**src/rtl/undistort_pkg.sv**
```systemverilog
// Shared constants, state encoding and helpers for the undistortion output frame writer.
package undistort_pkg;

    localparam int ROWS_DEF     = 240;
    localparam int COLS_DEF     = 320;
    localparam int PIX_W_DEF    = 8;
    localparam int ADDR_W_DEF   = 17;
    localparam int FRAME_PIXELS = ROWS_DEF * COLS_DEF;

    typedef enum logic {
        ST_IDLE  = 1'b0,
        ST_WRITE = 1'b1
    } wr_state_e;

    function automatic int frame_pixels(input int rows, input int cols);
        return rows * cols;
    endfunction

endpackage

```
**src/rtl/pingpong_bank_tracker.sv**
```systemverilog
// Full/empty bookkeeping for the two output banks: which bank is written next,
// which full bank is oldest, and how many banks await readout.
module pingpong_bank_tracker (
    input  logic       clk,
    input  logic       rst,
    input  logic       bank_fill_i,
    input  logic       bank_release_i,
    output logic       wr_bank_o,
    output logic       rd_bank_o,
    output logic [1:0] frames_ready_o
);

    logic [1:0] full_q, full_d;
    logic       wr_bank_q, rd_bank_q;
    logic       release_ok;

    assign release_ok     = bank_release_i && (full_q != 2'b00);
    assign frames_ready_o = {1'b0, full_q[0]} + {1'b0, full_q[1]};
    assign wr_bank_o      = wr_bank_q;
    assign rd_bank_o      = rd_bank_q;

    // A release and a fill in the same cycle always touch different banks,
    // so applying the clear before the set keeps both.
    always_comb begin
        full_d = full_q;
        if (release_ok)
            full_d[rd_bank_q] = 1'b0;
        if (bank_fill_i)
            full_d[wr_bank_q] = 1'b1;
    end

    always_ff @(posedge clk or negedge rst) begin
        if (!rst) begin
            full_q    <= 2'b00;
            wr_bank_q <= 1'b0;
            rd_bank_q <= 1'b0;
        end else begin
            full_q <= full_d;
            if (release_ok)
                rd_bank_q <= ~rd_bank_q;
            if (bank_fill_i)
                wr_bank_q <= ~wr_bank_q;
        end
    end

endmodule

```
**src/rtl/undistort_frame_writer.sv**
```systemverilog
// Writes one undistorted pixel per strobe into a ping-pong frame BRAM in raster order,
// reporting frame completion and tracking which banks hold frames awaiting readout.
module undistort_frame_writer
    import undistort_pkg::*;
#(
    parameter int ROWS   = ROWS_DEF,
    parameter int COLS   = COLS_DEF,
    parameter int PIX_W  = PIX_W_DEF,
    parameter int ADDR_W = ADDR_W_DEF
) (
    input  logic              clk,
    input  logic              rst,
    input  logic              start,
    input  logic              pix_valid,
    input  logic [PIX_W-1:0]  pix_data,
    input  logic              transfer_done,
    output logic              bram_we,
    output logic              bram_bank,
    output logic [ADDR_W-1:0] bram_addr,
    output logic [PIX_W-1:0]  bram_din,
    output logic              frame_done,
    output logic              rd_bank,
    output logic [1:0]        frames_ready,
    output logic              busy,
    output logic              overflow,
    output logic              start_err
);

    localparam int                FRAME_PIX = frame_pixels(ROWS, COLS);
    localparam logic [ADDR_W-1:0] LAST_ADDR = ADDR_W'(FRAME_PIX - 1);

    wr_state_e         state_q;
    logic [ADDR_W-1:0] count_q;
    logic              bank_q;
    logic              we_q, obank_q, done_q, ovf_q, serr_q;
    logic [ADDR_W-1:0] addr_q;
    logic [PIX_W-1:0]  din_q;

    logic              last_pix;
    logic              wr_bank;

    assign last_pix = (state_q == ST_WRITE) && pix_valid && (count_q == LAST_ADDR);

    pingpong_bank_tracker u_tracker (
        .clk            (clk),
        .rst            (rst),
        .bank_fill_i    (last_pix),
        .bank_release_i (transfer_done),
        .wr_bank_o      (wr_bank),
        .rd_bank_o      (rd_bank),
        .frames_ready_o (frames_ready)
    );

    always_ff @(posedge clk or negedge rst) begin
        if (!rst) begin
            state_q <= ST_IDLE;
            count_q <= '0;
            bank_q  <= 1'b0;
            we_q    <= 1'b0;
            obank_q <= 1'b0;
            addr_q  <= '0;
            din_q   <= '0;
            done_q  <= 1'b0;
            ovf_q   <= 1'b0;
            serr_q  <= 1'b0;
        end else begin
            we_q   <= 1'b0;
            done_q <= 1'b0;
            case (state_q)
                ST_IDLE: begin
                    if (pix_valid)
                        ovf_q <= 1'b1;
                    if (start) begin
                        if (frames_ready != 2'd2) begin
                            state_q <= ST_WRITE;
                            count_q <= '0;
                            bank_q  <= wr_bank;
                        end else begin
                            serr_q <= 1'b1;
                        end
                    end
                end
                ST_WRITE: begin
                    // start is deliberately ignored while a frame is in flight
                    if (pix_valid) begin
                        we_q    <= 1'b1;
                        addr_q  <= count_q;
                        din_q   <= pix_data;
                        obank_q <= bank_q;
                        if (last_pix) begin
                            done_q  <= 1'b1;
                            state_q <= ST_IDLE;
                        end else begin
                            count_q <= count_q + ADDR_W'(1);
                        end
                    end
                end
                default: state_q <= ST_IDLE;
            endcase
        end
    end

    assign bram_we    = we_q;
    assign bram_bank  = obank_q;
    assign bram_addr  = addr_q;
    assign bram_din   = din_q;
    assign frame_done = done_q;
    assign busy       = (state_q == ST_WRITE);
    assign overflow   = ovf_q;
    assign start_err  = serr_q;

endmodule
```
**config.mk**
```make
export PLATFORM = sky130hd
export DESIGN_NAME = undistort_frame_writer
export DESIGN_NICKNAME = d
export VERILOG_FILES = /design/src/rtl/undistort_pkg.sv /design/src/rtl/pingpong_bank_tracker.sv /design/src/rtl/undistort_frame_writer.sv
export SDC_FILE = /design/constraint.sdc
export NUM_CORES = 1
export LEC_CHECK = 0
export BUFFER_PORTS_ARGS = -buffer_cell sky130_fd_sc_hd__buf_2
export CELL_PAD_IN_SITES_DETAIL_PLACEMENT = 0
export CELL_PAD_IN_SITES_GLOBAL_PLACEMENT = 1
export CORE_MARGIN = 2
export CORE_UTILIZATION = 35
export DETAILED_ROUTE_END_ITERATION = 8
export PLACE_DENSITY = 0.8
export SLEW_MARGIN = 20
export SYNTH_ARGS = -nofsm -noshare
export SYNTH_HDL_FRONTEND = slang
export SYNTH_SLANG_ARGS = --single-unit
```
**constraint.sdc**
```tcl
create_clock -name clk -period 2.21 [get_ports clk]
set_clock_uncertainty 0.05 [all_clocks]
set_input_delay 0.1105 -clock clk [delete_from_list [all_inputs] [get_ports clk]]
set_output_delay 0.1105 -clock clk [all_outputs]
set_load 0.005 [all_outputs]
```
== After elaboration in Yosys (flattened, before gate mapping) ==
Index checks and enable logic that the tools add are counted.
Storage, ports and cells
  logic and storage cells: 64
  input bits: 13
  bits in registers: 53
Cells by class
  multiplexer cells: 21
  bitwise logic cells: 7
  reduce and logical (&&, ||, !) cells: 11
  order comparisons: 4
  equality and inequality tests: 6
  add/subtract/negate cells: 2
Operators with widths (count)
  $mux W17: 4
  $pmux W17 S2: 1
  $add A17 B1 Y17 const B: 1
  $eq A17 B17 Y1 const B: 1
  $mux W1: 11
  $ne A2 B2 Y1 const B: 5
  $reduce_and A3 Y1: 2
  $logic_and A1 B1 Y1: 5
  $lt A1 B2 Y1 const B: 2
  $mux W2: 2
  $not A1 Y1: 4
  $reduce_and A2 Y1: 2
  $reduce_and A4 Y1: 1
  $add A1 B1 Y2: 1
  $and A2 B2 Y2: 1
  $demux W1 S1: 2
  $ge A1 B1 Y1 const B: 2
  $not A2 Y2: 1
  $or A2 B2 Y2: 1
  $pmux W1 S2: 1
  $reduce_bool A2 Y1: 1

== Depth between registers and ports, before layout ==
Gate-level depths: netlist (run 1).
  depth after elaboration: 9
  gate-level depth with buffers: 6
  gate-level depth less buffers: 5

== By module ==
Synthesis (run 1) repeated with hierarchy kept, for this count alone.
Second synthesis, totals
  cell total of the unflattened synthesis: 240
  area total of the unflattened synthesis: 2354.8 µm²
Modules (own cells, without submodules)
  undistort_frame_writer: times used 1, cells each 224, seq. area each 1226.2 µm², area each 2159.6 µm²
  pingpong_bank_tracker: times used 1, cells each 16, seq. area each 100.1 µm², area each 195.2 µm²

== Least setup slack after synthesis (run 1) ==
OpenSTA, ideal clock, no wires.
  path kind: flip-flop to flip-flop
  start: reg u_tracker.full_q[0]
  end: reg count_q[16]
  arrival time: 1.615 ns
  path slack: 0.467 ns
  cell stages (with the launch flop): 6
  path buffers: 0
  required time: 2.082 ns
  cells stage by stage: dfrtp_1 > ha_1 > nor3b_4 > o2111ai_1 > or3_1 > a21oi_1
Between the ends
  cells in the longest elaborated chain, start to end: 4
RTL lines
  from (decl): RTL line pingpong_bank_tracker.sv:13  | logic [1:0] full_q, full_d;
  from (signal assigned): RTL line pingpong_bank_tracker.sv:38  | full_q <= full_d;
  $add A1 B1 Y2: RTL line pingpong_bank_tracker.sv:18  | assign frames_ready_o = {1'b0, full_q[0]} + {1'b0, full_q[1]};
  named net frames_ready[1]: RTL line undistort_frame_writer.sv:23  | output logic [1:0] frames_ready,
  $ne A2 B2 Y1: RTL line undistort_frame_writer.sv:74  | if (frames_ready != 2'd2) begin
  $ne A2 B2 Y1 (no source line)
  $reduce_and A4 Y1 (no source line)
  to (signal assigned): RTL line undistort_frame_writer.sv:94  | count_q <= count_q + ADDR_W'(1);
  to (decl): RTL line undistort_frame_writer.sv:33  | logic [ADDR_W-1:0] count_q;
The timed path passes the listed nets, and every way through them passes these cells.
A chain may end at the register's enable or synchronous reset.

== Final worst setup path (run 1) ==
  start: reg u_tracker.full_q[0]
  end: reg count_q[8]
Between the ends
  cells in the longest elaborated chain, start to end: 4
RTL lines (RTL line)
  $add A1 B1 Y2: pingpong_bank_tracker.sv:18
  $ne A2 B2 Y1: undistort_frame_writer.sv:74
  $ne A2 B2 Y1 (no source line)
  $reduce_and A4 Y1 (no source line)
Every way passes these cells.

==> impl.org, run 1 <==
** Critical path
- Register-to-register setup slack :: 260 ps
- Max FO, Critical Path :: 14
- By startpoint and endpoint, the worst setup path is classified as register to register.
- The startpoint identified for the worst register-to-register timing path is u_tracker.full_q[0]$_DFF_PN0_.
- STA classifies the critical path endpoint as a register.
- The worst setup path is launched from a register.
- Crit path required time :: 2390 ps
- At the worst endpoint, the arrival time is 2120 ps.
- Reg-to-Reg End :: count_q[8]$_DFFE_PN0P_
- Measured in cells, the most critical reg-to-reg path has a length of 6.

** Finish
- The number of antenna diodes in the final layout is 0.
- Register Area :: 1326 sq um
- Fraction of layout cells with a size suffix above 1 :: 23.28%
- The finished cells cover 2897 sq um.
- Number of nets at the end of the flow :: 320
- Area growth, synth to finish :: 23.40%
- Fill cells in the final layout number 625.
- In the final layout, the multi-input gates occupy 962.2 sq um.
- Measured on the finished design, the core utilization comes to 45.10%.

** STA
- Final critical-path share of the clock period :: 88.15%
- Setup violations remaining at the end of the flow were counted as 0.
- Measured against its own limit, the worst slew margin works out to 56.36%.
- The count of final hold-check violations was 0.
- Setup ws final :: 261.8 ps
- Actual slew at the worst max-slew pin :: 654.6 ps
- Setup repair after global routing left no endpoint under its margin.
- Max Slew Vio Count :: 0
- Setup total negative slack on the finished layout was measured at 0 ps.
- Tmin final :: 1948 ps
- F_max :: 513.3 MHz

** Placement
- Port buffering added 46 buffers.
- Placement-stage cell area :: 2690 sq um
- Detail Placement HPWL :: 3482 um
- Worst-case setup slack after placement :: 283.3 ps
- At the end of routability-driven placement, the weighted congestion stood at 0.7849.

** CTS
- Clock-pin transition on the worst setup and hold timing paths :: 90 ps
- In this run the number of H-tree levels came out at 2.
- Number of buffers on the longest clock path :: 2
- TritonCTS built the clock tree.
- Cell at the root of the clock tree :: sky130_fd_sc_hd__clkbuf_8
- For this design, the sink count on the clock tree is 53.
- Number of buffers created by CTS :: 5
- Clock latency on the worst-skew pair, taken at its later pin, is 300 ps.

** Synthesis
- Primary flip-flop cell chosen by synthesis mapping :: sky130_fd_sc_hd__dfrtp_1
- Synthesis produced a netlist whose cell count is 244.
- Fraction of registers with async set or reset after synthesis :: 100.0%
- Largest family of logic cells by synthesized area :: simple AND/OR/NAND/NOR gates
- Synthesized-area fraction occupied by xor and xnor cells :: 1.119%
- Ys Warns :: 0
- Post-synth design cell area :: 2347 sq um
- After synthesis, the netlist uses 43 different library cells.
- Synthesized area divided by synthesized cell count :: 9.620 sq um
- Number of enable-type register cells in the synthesized netlist :: 0
- Post-synthesis register bit count :: 53
- Basic-gate share of the synthesized area counting and, or, nand and nor cells :: 27.67%
- Of the post-synthesis cell area, the part taken by muxes is 1.333%.
- Number of nets in the synthesized netlist :: 260
- Compound-gate portion of the synthesized area :: 9.275%
- The share of the Yosys chip area taken by registers is 56.50%.
- Summing the areas of all fa, ha and maj instances in the mapped netlist gives 1.599% of the synthesized area.

** Power
- P_sw :: 0.5869 mW
- Total power :: 2.197 mW
- Power spread over the standard cell area amounts to 758.6 nW/um^2.
- Int Power :: 1.610 mW
- Part of the total power dissipated in sequential elements :: 54.4%
- The share of total power dissipated in combinational logic is 15.1%.
- The worst-case IR drop observed on VDD is 0.3077 mV.
- Per report_power, the clock group accounts for 30.5% of the total.
- Summed over all cells, the static leakage comes to 1.504 nW.
- Switching power as a share of total power :: 26.71%

** Floorplanning
- Die outline area :: 7377 sq um
- For this configuration, the core starts out at a cell density of 36.55%.
- The floorplan has 29 rows.
- Measured along the x axis, the die boundary spans 85.89 um.
- Ports :: 47
- In this run the vertical extent of the chip is 85.89 um.
- Core footprint :: 6422 sq um

** Detailed routing
- Via-to-Cell Ratio :: 4.890
- For this run, the detailed router's first-pass iteration total came to 4.
- The final layout contains routed wiring with a total length of 4993 um.
- Remaining antenna violation count :: 0
- Initial DRC Count :: 100
- The detailed router placed 1868 vias in this run.
- In the final routed layout, each cell accounts on average for 13.07 um.
- DRC violations left :: 0

** Global route
- The initial antenna violation count is 0.
- Largest net degree at the start of global routing :: 54
- The number of global-route vias before repair was 1797.
- Wire length of the first global-routing pass :: 8638 um
- Summed over all layers, the global routing overflow is 0.
- Global-route usage over all layers :: 14.73%

** Hold path
- Number of instances on the worst hold path :: 2
- In this run the most critical hold path is launched from start.
- Worst min-delay path category :: input port to register
- For hold timing, the worst endpoint is start_err$_DFFE_PN0P_.

** Flow run
- Across the run, the number of max-cap violations was 0.

** Status
- Run status :: completed
-- kinds of logic after synthesis --
family / after synthesis
buffers and inverters: 15
and+or+nand+nor: 130
xor gates and xnor gates: 3
muxes: 3
adders and majority gates: 3
DFF: 53
AOI/OAI and AO/OA: 37
-- flip-flops by register name, summed over array words and instances, names as in the netlist --
register	cells
bank_q	1
bram_addr	17
bram_bank	1
bram_din	8
bram_we	1
busy	1
count_q	17
frame_done	1
overflow	1
start_err	1
u_tracker.full_q	2
u_tracker.rd_bank_o	1
u_tracker.wr_bank_o	1
-- what timing repair did --
item,4_1_cts,5_1_grt
setup buffers,0,0
hold endpoints to repair,61,0
hold buffers,9,0
gates resized for setup,0,0
-- critical path, cell delays in order (launching register included) --
cell and delay [ps]:
sky130_fd_sc_hd__dfrtp_1 410, sky130_fd_sc_hd__ha_1 280, sky130_fd_sc_hd__nor3b_4 280, sky130_fd_sc_hd__buf_4 260, sky130_fd_sc_hd__o211ai_1 120, sky130_fd_sc_hd__or3_1 320, sky130_fd_sc_hd__a21oi_1 150
-- worst max path at each step --
stage,startpoint,end,cells past startpoint,slack [ps]
global placement,u_tracker.full_q[0]$_DFF_PN0_,count_q[8]$_DFFE_PN0P_,6,320
global route,busy$_DFF_PN0_,count_q[16]$_DFFE_PN0P_,5,90
CTS,count_q[0]$_DFFE_PN0P_,count_q[0]$_DFFE_PN0P_,5,270
finish,u_tracker.full_q[0]$_DFF_PN0_,count_q[8]$_DFFE_PN0P_,6,260
detailed placement,count_q[0]$_DFFE_PN0P_,count_q[0]$_DFFE_PN0P_,5,280
floorplan,u_tracker.full_q[0]$_DFF_PN0_,count_q[16]$_DFFE_PN0P_,5,470
-- cell type report --
cell class | instances | share of cell area [%]
Inverter | 6 | 0.7775
Timing Repair Buffer | 62 | 12.87
Multi-Input combinational cell | 176 | 33.22
Clock buffer | 7 | 2.981
Sequential cell | 53 | 45.79
Tap cell | 77 | 3.326
Clock inverter | 1 | 1.037
-- per-layer routing --
| metal | up-vias | wire (um) | global-route usage [%] |
|---|---|---|---|
| met2 | 36 | 2289 | 22.69 |
| met5 | - | 0 | 0 |
| li1 | 948 | - | - |
| met4 | 0 | 86 | 5.916 |
| met3 | 7 | 188 | 3.080 |
| met1 | 877 | 2429 | 20.34 |
-- through the flow --
stage               hold WS (ps)  std cells
floorplan                 -235.1        244
global placement           223.6        365
detailed placement         233.8        365
CTS                        16.43        382
global route               22.96        382
finish                     26.59        382
-- cells in the mapped netlist, types with 2 or more instances --
cell type | instances | area (sq um)
sky130_fd_sc_hd__nand2b_1 | 2 | 12.51
sky130_fd_sc_hd__o21ai_1 | 4 | 20.02
sky130_fd_sc_hd__buf_2 | 2 | 10.01
sky130_fd_sc_hd__a31o_2 | 2 | 17.52
sky130_fd_sc_hd__nor2_1 | 5 | 18.77
sky130_fd_sc_hd__and3_1 | 3 | 18.77
sky130_fd_sc_hd__or4_1 | 2 | 15.01
sky130_fd_sc_hd__nand4bb_1 | 2 | 22.52
sky130_fd_sc_hd__nand2_1 | 85 | 319.1
sky130_fd_sc_hd__o31ai_1 | 2 | 15.01
sky130_fd_sc_hd__or3_1 | 8 | 50.05
sky130_fd_sc_hd__xnor2_1 | 3 | 26.28
sky130_fd_sc_hd__clkbuf_1 | 6 | 22.52
sky130_fd_sc_hd__nand3_1 | 4 | 20.02
sky130_fd_sc_hd__inv_1 | 5 | 18.77
sky130_fd_sc_hd__nand4_1 | 4 | 25.02
sky130_fd_sc_hd__o21ai_0 | 10 | 50.05
sky130_fd_sc_hd__a31oi_1 | 2 | 12.51
sky130_fd_sc_hd__ha_1 | 3 | 37.54
sky130_fd_sc_hd__and4_1 | 2 | 17.52
sky130_fd_sc_hd__nor3_1 | 2 | 10.01
sky130_fd_sc_hd__dfrtp_1 | 53 | 1326
sky130_fd_sc_hd__mux2i_1 | 2 | 20.02
sky130_fd_sc_hd__a21oi_1 | 12 | 60.06
-- layout by cell type (no fill, tap or decap), types with 2 or more instances in the layout --
master                          netlist  layout
sky130_fd_sc_hd__a21oi_1             12      12
sky130_fd_sc_hd__a31o_2               2       2
sky130_fd_sc_hd__a31oi_1              2       2
sky130_fd_sc_hd__and3_1               3       3
sky130_fd_sc_hd__and4_1               2       2
sky130_fd_sc_hd__buf_2                2      46
sky130_fd_sc_hd__buf_4                0       7
sky130_fd_sc_hd__clkbuf_8             0       6
sky130_fd_sc_hd__dfrtp_1             53      53
sky130_fd_sc_hd__dlygate4sd3_1        0       9
sky130_fd_sc_hd__ha_1                 3       3
sky130_fd_sc_hd__inv_1                5       5
sky130_fd_sc_hd__mux2i_1              2       2
sky130_fd_sc_hd__nand2_1             85      85
sky130_fd_sc_hd__nand2b_1             2       2
sky130_fd_sc_hd__nand3_1              4       4
sky130_fd_sc_hd__nand4_1              4       4
sky130_fd_sc_hd__nand4bb_1            2       2
sky130_fd_sc_hd__nor2_1               5       5
sky130_fd_sc_hd__nor3_1               2       2
sky130_fd_sc_hd__o21ai_0             10      10
sky130_fd_sc_hd__o21ai_1              4       4
sky130_fd_sc_hd__o31ai_1              2       2
sky130_fd_sc_hd__or3_1                8       8
sky130_fd_sc_hd__or4_1                2       2
sky130_fd_sc_hd__xnor2_1              3       3
-- power by group through the flow --
stage	combinational [mW]	clock [mW]	sequential, mW
floorplan	0.181	0	1.20
global route	0.380	0.735	1.22
finish	0.332	0.669	1.20
CTS	0.342	0.696	1.20
global placement	0.317	0	1.22
detailed placement	0.330	0	1.22
No activity file was read; power rests on OpenSTA's default activity.
==> run 2: changes to the inputs <==
- ABC_AREA: not set -> 1
- PLACE_DENSITY: 0.8 -> 0.81
==> impl.org, run 2 <==
** Critical path
- Worst-case reg-to-reg path depth :: 8 (was 6)
- Crit path required time :: 2390 ps (about the same)
- The startpoint of the worst register-to-register path is count_q[1]$_DFFE_PN0P_ (was u_tracker.full_q[0]$_DFF_PN0_).
- Worst setup path class :: register to register (unchanged)
- The type of destination of the critical path is a register (unchanged).
- Top cell family by delay on the critical path :: simple AND/OR/NAND/NOR gates (unchanged)
- Standard cell with the maximum stage delay on the critical path :: sky130_fd_sc_hd__dfrtp_1 (unchanged)
- Critical Path, Cell by Cell :: ha_1, nand3_1, nor2_4, nand3_4, nand2_4, buf_12, nand2_1, o21ai_2 (was ha_1, nor3b_4, buf_4, o211ai_1, or3_1, a21oi_1)
- Max FO, Critical Path :: 24 (was 14)
- Register-to-register setup slack :: 490 ps (was 260 ps)
- Kind of start point of the critical path :: register (unchanged)
- Critical path origin :: count_q[1]$_DFFE_PN0P_ (was u_tracker.full_q[0]$_DFF_PN0_)
- Reg-to-Reg End :: count_q[11]$_DFFE_PN0P_ (was count_q[8]$_DFFE_PN0P_)
- The total buffers and inverters traversed by the critical path was 1 (unchanged).
- Arrival time at the worst endpoint :: 1900 ps (was 2120 ps)
- Biggest cell delay along the critical path :: 420 ps (was 410 ps)

** Detailed routing
- The count of routing violations after the opening detailed-route iteration was 101 (was 100).
- The number of vias in the routed layout was 2066 (was 1868).
- DRC violations left :: 0 (unchanged)
- The iteration count of the initial detailed-routing pass was 4 (unchanged).
- The sum of routed wire length over all layers was 5187 um (was 4993 um).
- Post-DR wirelength/cell :: 11.20 um (was 13.07 um)
- The average via count per standard cell came to 4.462 (was 4.890).
- Remaining antenna violation count :: 0 (unchanged)

** Finish
- Number of nets at the end of the flow :: 379 (was 320)
- Leading cell types in the layout, fill and taps excluded: 110 x sky130_fd_sc_hd__nand2_1, 53 x sky130_fd_sc_hd__dfrtp_1, 46 x sky130_fd_sc_hd__buf_2 (was 85 x sky130_fd_sc_hd__nand2_1, 53 x sky130_fd_sc_hd__dfrtp_1, 46 x sky130_fd_sc_hd__buf_2).
- The area of combinational cells with multiple inputs came to 1055 sq um (was 962.2 sq um).
- Area growth, synth to finish :: 20.22% (was 23.40%)
- Final-layout fill cell count :: 744 (was 625)
- Fraction of layout cells with a size suffix above 1 :: 23.35% (was 23.28%)
- Most common cell after layout, fill and taps aside :: sky130_fd_sc_hd__nand2_1 (unchanged)
- Register Area :: 1326 sq um (unchanged)
- The count of antenna diodes in the layout was 0 (unchanged).

** STA
- Setup TNS :: 0 ps (unchanged)
- The normalized max-slew margin was 56.35% (was 56.36%).
- The count of final hold-check violations was 0 (unchanged).
- The slew at the pin with the worst max-slew slack is 654.8 ps (was 654.6 ps).
- F_max :: 582.4 MHz (was 513.3 MHz)
- The final setup violation count is 0 (unchanged).
- Max Slew Vio Count :: 0 (unchanged)
- The worst hold slack after final layout came to 26.19 ps (was 26.59 ps).
- The final critical-path share of the clock period was 77.69% (was 88.15%).
- The post-route minimum period was 1717 ps (was 1948 ps).
- Unrepaired setup endpoints after global routing :: no (unchanged)

** Hold path
- The startpoint of the most critical hold path is start (unchanged).
- Worst min-delay path category :: input port to register (unchanged)
- The worst hold path endpoint was start_err$_DFFE_PN0P_ (unchanged).
- The count of cells along the worst hold path is 2 (unchanged).

** Synthesis
- Portion of synthesized cell area occupied by the leading cell type :: 51.66% (was 56.50%)
- Primary flip-flop cell chosen by synthesis mapping :: sky130_fd_sc_hd__dfrtp_1 (unchanged)
- Most common library cells after synthesis: 110 x sky130_fd_sc_hd__nand2_1, 53 x sky130_fd_sc_hd__dfrtp_1, 26 x sky130_fd_sc_hd__inv_1 (was 85 x sky130_fd_sc_hd__nand2_1, 53 x sky130_fd_sc_hd__dfrtp_1, 12 x sky130_fd_sc_hd__a21oi_1).
- The most numerous cell in the Yosys netlist was sky130_fd_sc_hd__nand2_1 (unchanged).
- The sequential area share after synthesis was 51.66% (was 56.50%).
- Cell types occupying the most area after synthesis :: sky130_fd_sc_hd__dfrtp_1 52%, sky130_fd_sc_hd__nand2_1 16%, sky130_fd_sc_hd__o21ai_2 4.8% (was sky130_fd_sc_hd__dfrtp_1 57%, sky130_fd_sc_hd__nand2_1 14%, sky130_fd_sc_hd__a21oi_1 2.6%)
- The gate count of the mapped netlist is 305 (was 244).
- The count of synthesis-stage warnings from yosys was 0 (unchanged).
- Number of nets in the synthesized netlist :: 321 (was 260)
- The register bit total from synthesis was 53 (unchanged).
- Synthesized area divided by synthesized cell count :: 8.418 sq um (was 9.620 sq um)
- Number of enable-type register cells in the synthesized netlist :: 0 (unchanged)
- Fraction of registers with async set or reset after synthesis :: 100.0% (unchanged)
- The number of different library cells in the post-synthesis netlist came to 26 (was 43).
- Largest area contributor in the synthesized netlist :: sky130_fd_sc_hd__dfrtp_1 (unchanged)
- The combined area of all synthesized cells came to 2567 sq um (was 2347 sq um).

** Power
- The power per standard cell area came to 653.3 nW/um^2 (was 758.6 nW/um^2).
- The power after layout is 2.017 mW (was 2.197 mW).
- Worst ir drop on vdd :: 0.2426 mV (was 0.3077 mV)
- Leakage power :: 1.598 nW (was 1.504 nW)

** Floorplanning
- The standard-cell row count was 31 (was 29).
- Core footprint :: 7176 sq um (was 6422 sq um)
- Ports :: 47 (unchanged)
- Height of the die :: 89.65 um (was 85.89 um)
- The die area is 8037 sq um (was 7377 sq um).
- The die outline width is 89.65 um (was 85.89 um).
- The initial core utilization is 35.78% (was 36.55%).

** Global route
- The number of global-route vias before repair was 1945 (was 1797).
- The pin count of the biggest net entering global routing is 54 (unchanged).
- The global-route wire length before repair is 8790 um (was 8638 um).
- Global-route usage over all layers :: 13.86% (was 14.73%)
- The initial antenna violation count was 0 (unchanged).
- The global route total overflow was 0 (unchanged).

** CTS
- The total CTS buffers came to 5 (unchanged).
- The register clock-pin slew on the reported worst setup and hold paths was 90 ps (about the same).
- The maximum buffer depth of the clock tree is 2 (unchanged).
- Clock tree from TritonCTS :: done (unchanged)
- Source-to-sink clock delay at the later pin of the worst-skew pair :: 300 ps (about the same)
- Cell at the root of the clock tree :: sky130_fd_sc_hd__clkbuf_8 (unchanged)
- Sinks on the clock net :: 53 (unchanged)
- The number of levels the H-tree was split into came to 2 (unchanged).

** Status
- Run status: completed (unchanged).

** Flow run
- The number of maximum-capacitance violations came to 0 (unchanged).

** Placement
- The number of buffers added on ports is 46 (unchanged).
- Detail Placement HPWL :: 3820 um (was 3482 um)
- Global placer's final weighted congestion :: 0.8070 (was 0.7849)
[run 2: cell types whose count changed in the layout (fill, tap and decap cells not counted), sizes merged, moves of 7 or more]
cell / before / now
nand3: 4 / 23
inv: 6 / 27
or3: 8 / 0
o21ai: 14 / 35
xor2: 0 / 7
nand2: 87 / 116
a21oi: 12 / 0
nor2: 5 / 23
[run 2: what timing repair did]
| action | in CTS | in global routing |
|---|---|---|
| endpoints found under the hold margin | 62 | 0 |
| buffers inserted | 0 | 0 |
| resized for setup | 0 | 0 |
| hold buffers | 10 | 0 |
[run 2: worst max-delay path by stage]
stage,end,slack (ps),depth (start not counted)
final,count_q[11]$_DFFE_PN0P_,490,8
after global routing,count_q[0]$_DFFE_PN0P_,350,8
after CTS,count_q[11]$_DFFE_PN0P_,480,8
after detailed placement,count_q[11]$_DFFE_PN0P_,520,8
after global placement,count_q[1]$_DFFE_PN0P_,580,8
after floorplan,count_q[11]$_DFFE_PN0P_,760,7
[run 2: area by class of cell]
class	instances	area share (%)
flip-flops and latches	53	42.97
multi-input cells	214	34.17
repair buffers	61	12.32
well taps	99	4.013
inverters	28	3.405
clock buffers	6	2.675
clock inverters	2	0.4459
[run 2: power by group]
part | switching [mW] | internal (mW) | total (mW)
Clock | 0.308 | 0.254 | 0.562
Sequential | 0.0906 | 1.06 | 1.15
Combinational | 0.169 | 0.140 | 0.308
[run 2: through the flow]
step	setup WS, ps	utilization (%)	cells	cell area, sq um
finish	493.0	43.02	463	3087
global route	352.1	43.02	463	3087
CTS	478.7	43.02	463	3087
detailed placement	515.6	40.28	445	2890
global placement	582.5	40.28	445	2890
floorplan	760.0	-	305	2567
[run 2: layer usage]
| layer | global-route usage (%) | up-vias | part of all wire [%] |
|---|---|---|---|
| met3 | 2.285 | 2 | 2.5 |
| li1 | - | 1069 | - |
| met2 | 22.99 | 33 | 48 |
| met1 | 19.05 | 962 | 49 |
| met5 | 0 | - | 0 |
| met4 | 3.256 | 0 | 0.66 |
[run 2: cell families (layout without fill, tap and decap cells)]
logic type      Yosys count  in the layout  share of synthesized area [%]
simple gates            167            167                          27.73
flops                    53             53                          51.66
buf+inv                  38             97                          7.260
compound gates           37             37                          9.503
xor+xnor                  7              7                          2.388
fa+ha+maj                 3              3                          1.462
==> run 3: changes to the inputs <==
- clock period: 2.21 -> 1.6 ns (I/O delays scaled with it)
==> impl.org, run 3 (synthesized netlist as in run 2, its figures left out) <==
** Finish
- Final Util :: 45.30% (was 43.02%)
- Number of nets at the end of the flow :: 393 (was 379)
- The layout cell share with drive strength beyond 1 is 28.12% (was 23.35%).
- Diodes inserted :: 0 (unchanged)
- The final design area excluding fillers is 3251 sq um (was 3087 sq um).
- Leading cell types in the layout, fill and taps excluded: 109 x sky130_fd_sc_hd__nand2_1, 51 x sky130_fd_sc_hd__dfrtp_1, 46 x sky130_fd_sc_hd__buf_2 (was 110 x sky130_fd_sc_hd__nand2_1, 53 x sky130_fd_sc_hd__dfrtp_1, 46 x sky130_fd_sc_hd__buf_2).
- Area growth, synth to finish :: 26.61% (was 20.22%)
- The most frequent standard cell in the layout excluding fill and tap cells is sky130_fd_sc_hd__nand2_1 (unchanged).

** Floorplanning
- The height of the die was 89.65 um (unchanged).
- Core footprint :: 7176 sq um (unchanged)
- Initial Utilization :: 35.78% (unchanged)
- Die outline area :: 8037 sq um (unchanged)
- The die outline width came to 89.65 um (unchanged).
- The standard-cell row count came to 31 (unchanged).
- The top-level port count is 47 (unchanged).

** Detailed routing
- Remaining antenna violation count :: 0 (unchanged)
- Via-to-Cell Ratio :: 4.527 (was 4.462)
- The number of vias in the routed layout came to 2155 (was 2066).
- Post-DR wirelength/cell :: 11.88 um (was 11.20 um)
- Final routed wirelength across all metal layers :: 5655 um (was 5187 um)
- DRC violations left :: 0 (unchanged)
- The iteration count of the initial detailed-routing pass was 4 (unchanged).
- The count of routing violations after the opening detailed-route iteration was 133 (was 101).

** Critical path
- Worst setup path class :: register to register (unchanged)
- Crit path capture type :: register (unchanged)
- Arrival time at the worst endpoint :: 1630 ps (was 1900 ps)
- The highest fanout seen on the critical path came to 11 (was 24).
- The worst path required time came to 1750 ps (was 2390 ps).
- The critical path launch point type was a register (unchanged).

** CTS
- Cell at the root of the clock tree :: sky130_fd_sc_hd__clkbuf_8 (unchanged)
- Source-to-sink clock delay at the later pin of the worst-skew pair :: 300 ps (about the same)
- Clock-pin transition on the worst setup and hold timing paths :: 90 ps (about the same)
- Sinks on the clock net :: 53 (unchanged)
- The number of levels the H-tree was split into was 2 (unchanged).
- The TritonCTS clock tree was done (unchanged).
- Number of buffers on the longest clock path :: 2 (unchanged)
- The total CTS buffers came to 5 (unchanged).

** Placement
- The worst setup slack after placement was 74.22 ps (was 515.6 ps).
- The weighted congestion at the end of routability-driven global placement came to 0.8632 (was 0.8070).
- Placement-stage cell area :: 3018 sq um (was 2890 sq um)
- The half-perimeter wire length of the detailed placement result was 4064 um (was 3820 um).
- The number of buffers added on ports was 46 (unchanged).

** STA
- The normalized max-slew margin came to 67.83% (was 56.35%).
- The worst hold slack after final layout is 48.58 ps (was 26.19 ps).
- Actual slew at the worst max-slew pin :: 482.0 ps (was 654.8 ps)
- The count of final hold-check violations came to 0 (unchanged).
- Tmin final :: 1485 ps (was 1717 ps)
- Unrepaired setup endpoints after global routing :: yes (was no)
- Count of final setup violators :: 0 (unchanged)
- Setup TNS :: 0 ps (unchanged)
- Final critical-path share of the clock period :: 92.83% (was 77.69%)
- Max Slew Vio Count :: 0 (unchanged)
- The setup slack after layout was 114.8 ps (was 493.0 ps).
- F_max :: 673.3 MHz (was 582.4 MHz)

** Global route
- The overall global routing resource usage came to 15.14% (was 13.86%).
- Via count of the first global-routing pass :: 2029 (was 1945)
- Number of antenna violations at the first check in global routing :: 0 (unchanged)
- The pin count of the biggest net entering global routing was 45 (was 54).
- The global-route wire length before repair came to 9377 um (was 8790 um).
- The global route total overflow came to 0 (unchanged).

** Flow run
- Count of max-cap constraint violations :: 0 (unchanged)

** Power
- Worst ir drop on vdd :: 0.3992 mV (was 0.2426 mV)
- The power per standard cell area came to 872.7 nW/um^2 (was 653.3 nW/um^2).
- The total leakage power was 1.667 nW (was 1.598 nW).

** Status
- Run status: completed (unchanged).

** Hold path
- Worst min-delay path category :: input port to register (unchanged)
[run 3: critical path, cell delays in order (launching register included)]
cell and delay (ps):
sky130_fd_sc_hd__dfrtp_1 410, sky130_fd_sc_hd__ha_2 210, sky130_fd_sc_hd__nand3b_1 220, sky130_fd_sc_hd__nand2_2 120
sky130_fd_sc_hd__nand2_4 90, sky130_fd_sc_hd__buf_12 160, sky130_fd_sc_hd__nand2_1 70, sky130_fd_sc_hd__o21ai_2 50
[run 3: path summary, 6_finish.rpt]
check	from	slack [ps]	to	cells past startpoint
hold / removal	transfer_done	50	u_tracker.rd_bank_o$_DFFE_PN0N_	3
hold reg to reg	overflow$_DFFE_PN0P_	420	overflow$_DFFE_PN0P_	1
setup / recovery	u_tracker.full_q[0]$_DFF_PN0_	110	count_q[2]$_DFFE_PN0P_	7
min in group asynchronous	rst	130	bram_addr[11]$_DFFE_PN0P_	2
setup reg to reg	u_tracker.full_q[0]$_DFF_PN0_	110	count_q[2]$_DFFE_PN0P_	7
max in group asynchronous	rst	840	count_q[4]$_DFFE_PN0P_	3
[run 3: metal layers]
metal	GRT usage, %	wire (um)
met4	4.613	78
met3	2.559	173
met5	0	0
met2	25.40	2730
met1	20.05	2673
[run 3: final cells by class]
type,instances,area (sq um)
clock buffer,6,82.58
clock inverter,1,7.507
fill,713,3925
inverter,28,105.1
multi-input combinational,214,1077
sequential,53,1329
tap,99,123.9
timing repair buffer,75,525.5
[run 3: timing repair]
item                                   CTS  global route
resized for setup                        0            10
setup endpoints to repair                0            17
hold buffers                            11             0
endpoints found under the hold margin   63             0
buffers inserted                         0             1
[run 3: through the flow]
stage / cells / power, mW
final: 476 / 2.837
after CTS: 475 / 2.855
after global placement: 457 / 2.049
after global routing: 476 / 2.995
after detailed placement: 457 / 2.060
after floorplan: 305 / 1.847
[run 3: power breakdown]
group,internal (mW),switching [mW],total [mW]
Sequential,1.46,0.120,1.58
Combinational,0.228,0.258,0.486
Clock,0.343,0.426,0.769
Total,2.03,0.804,2.84
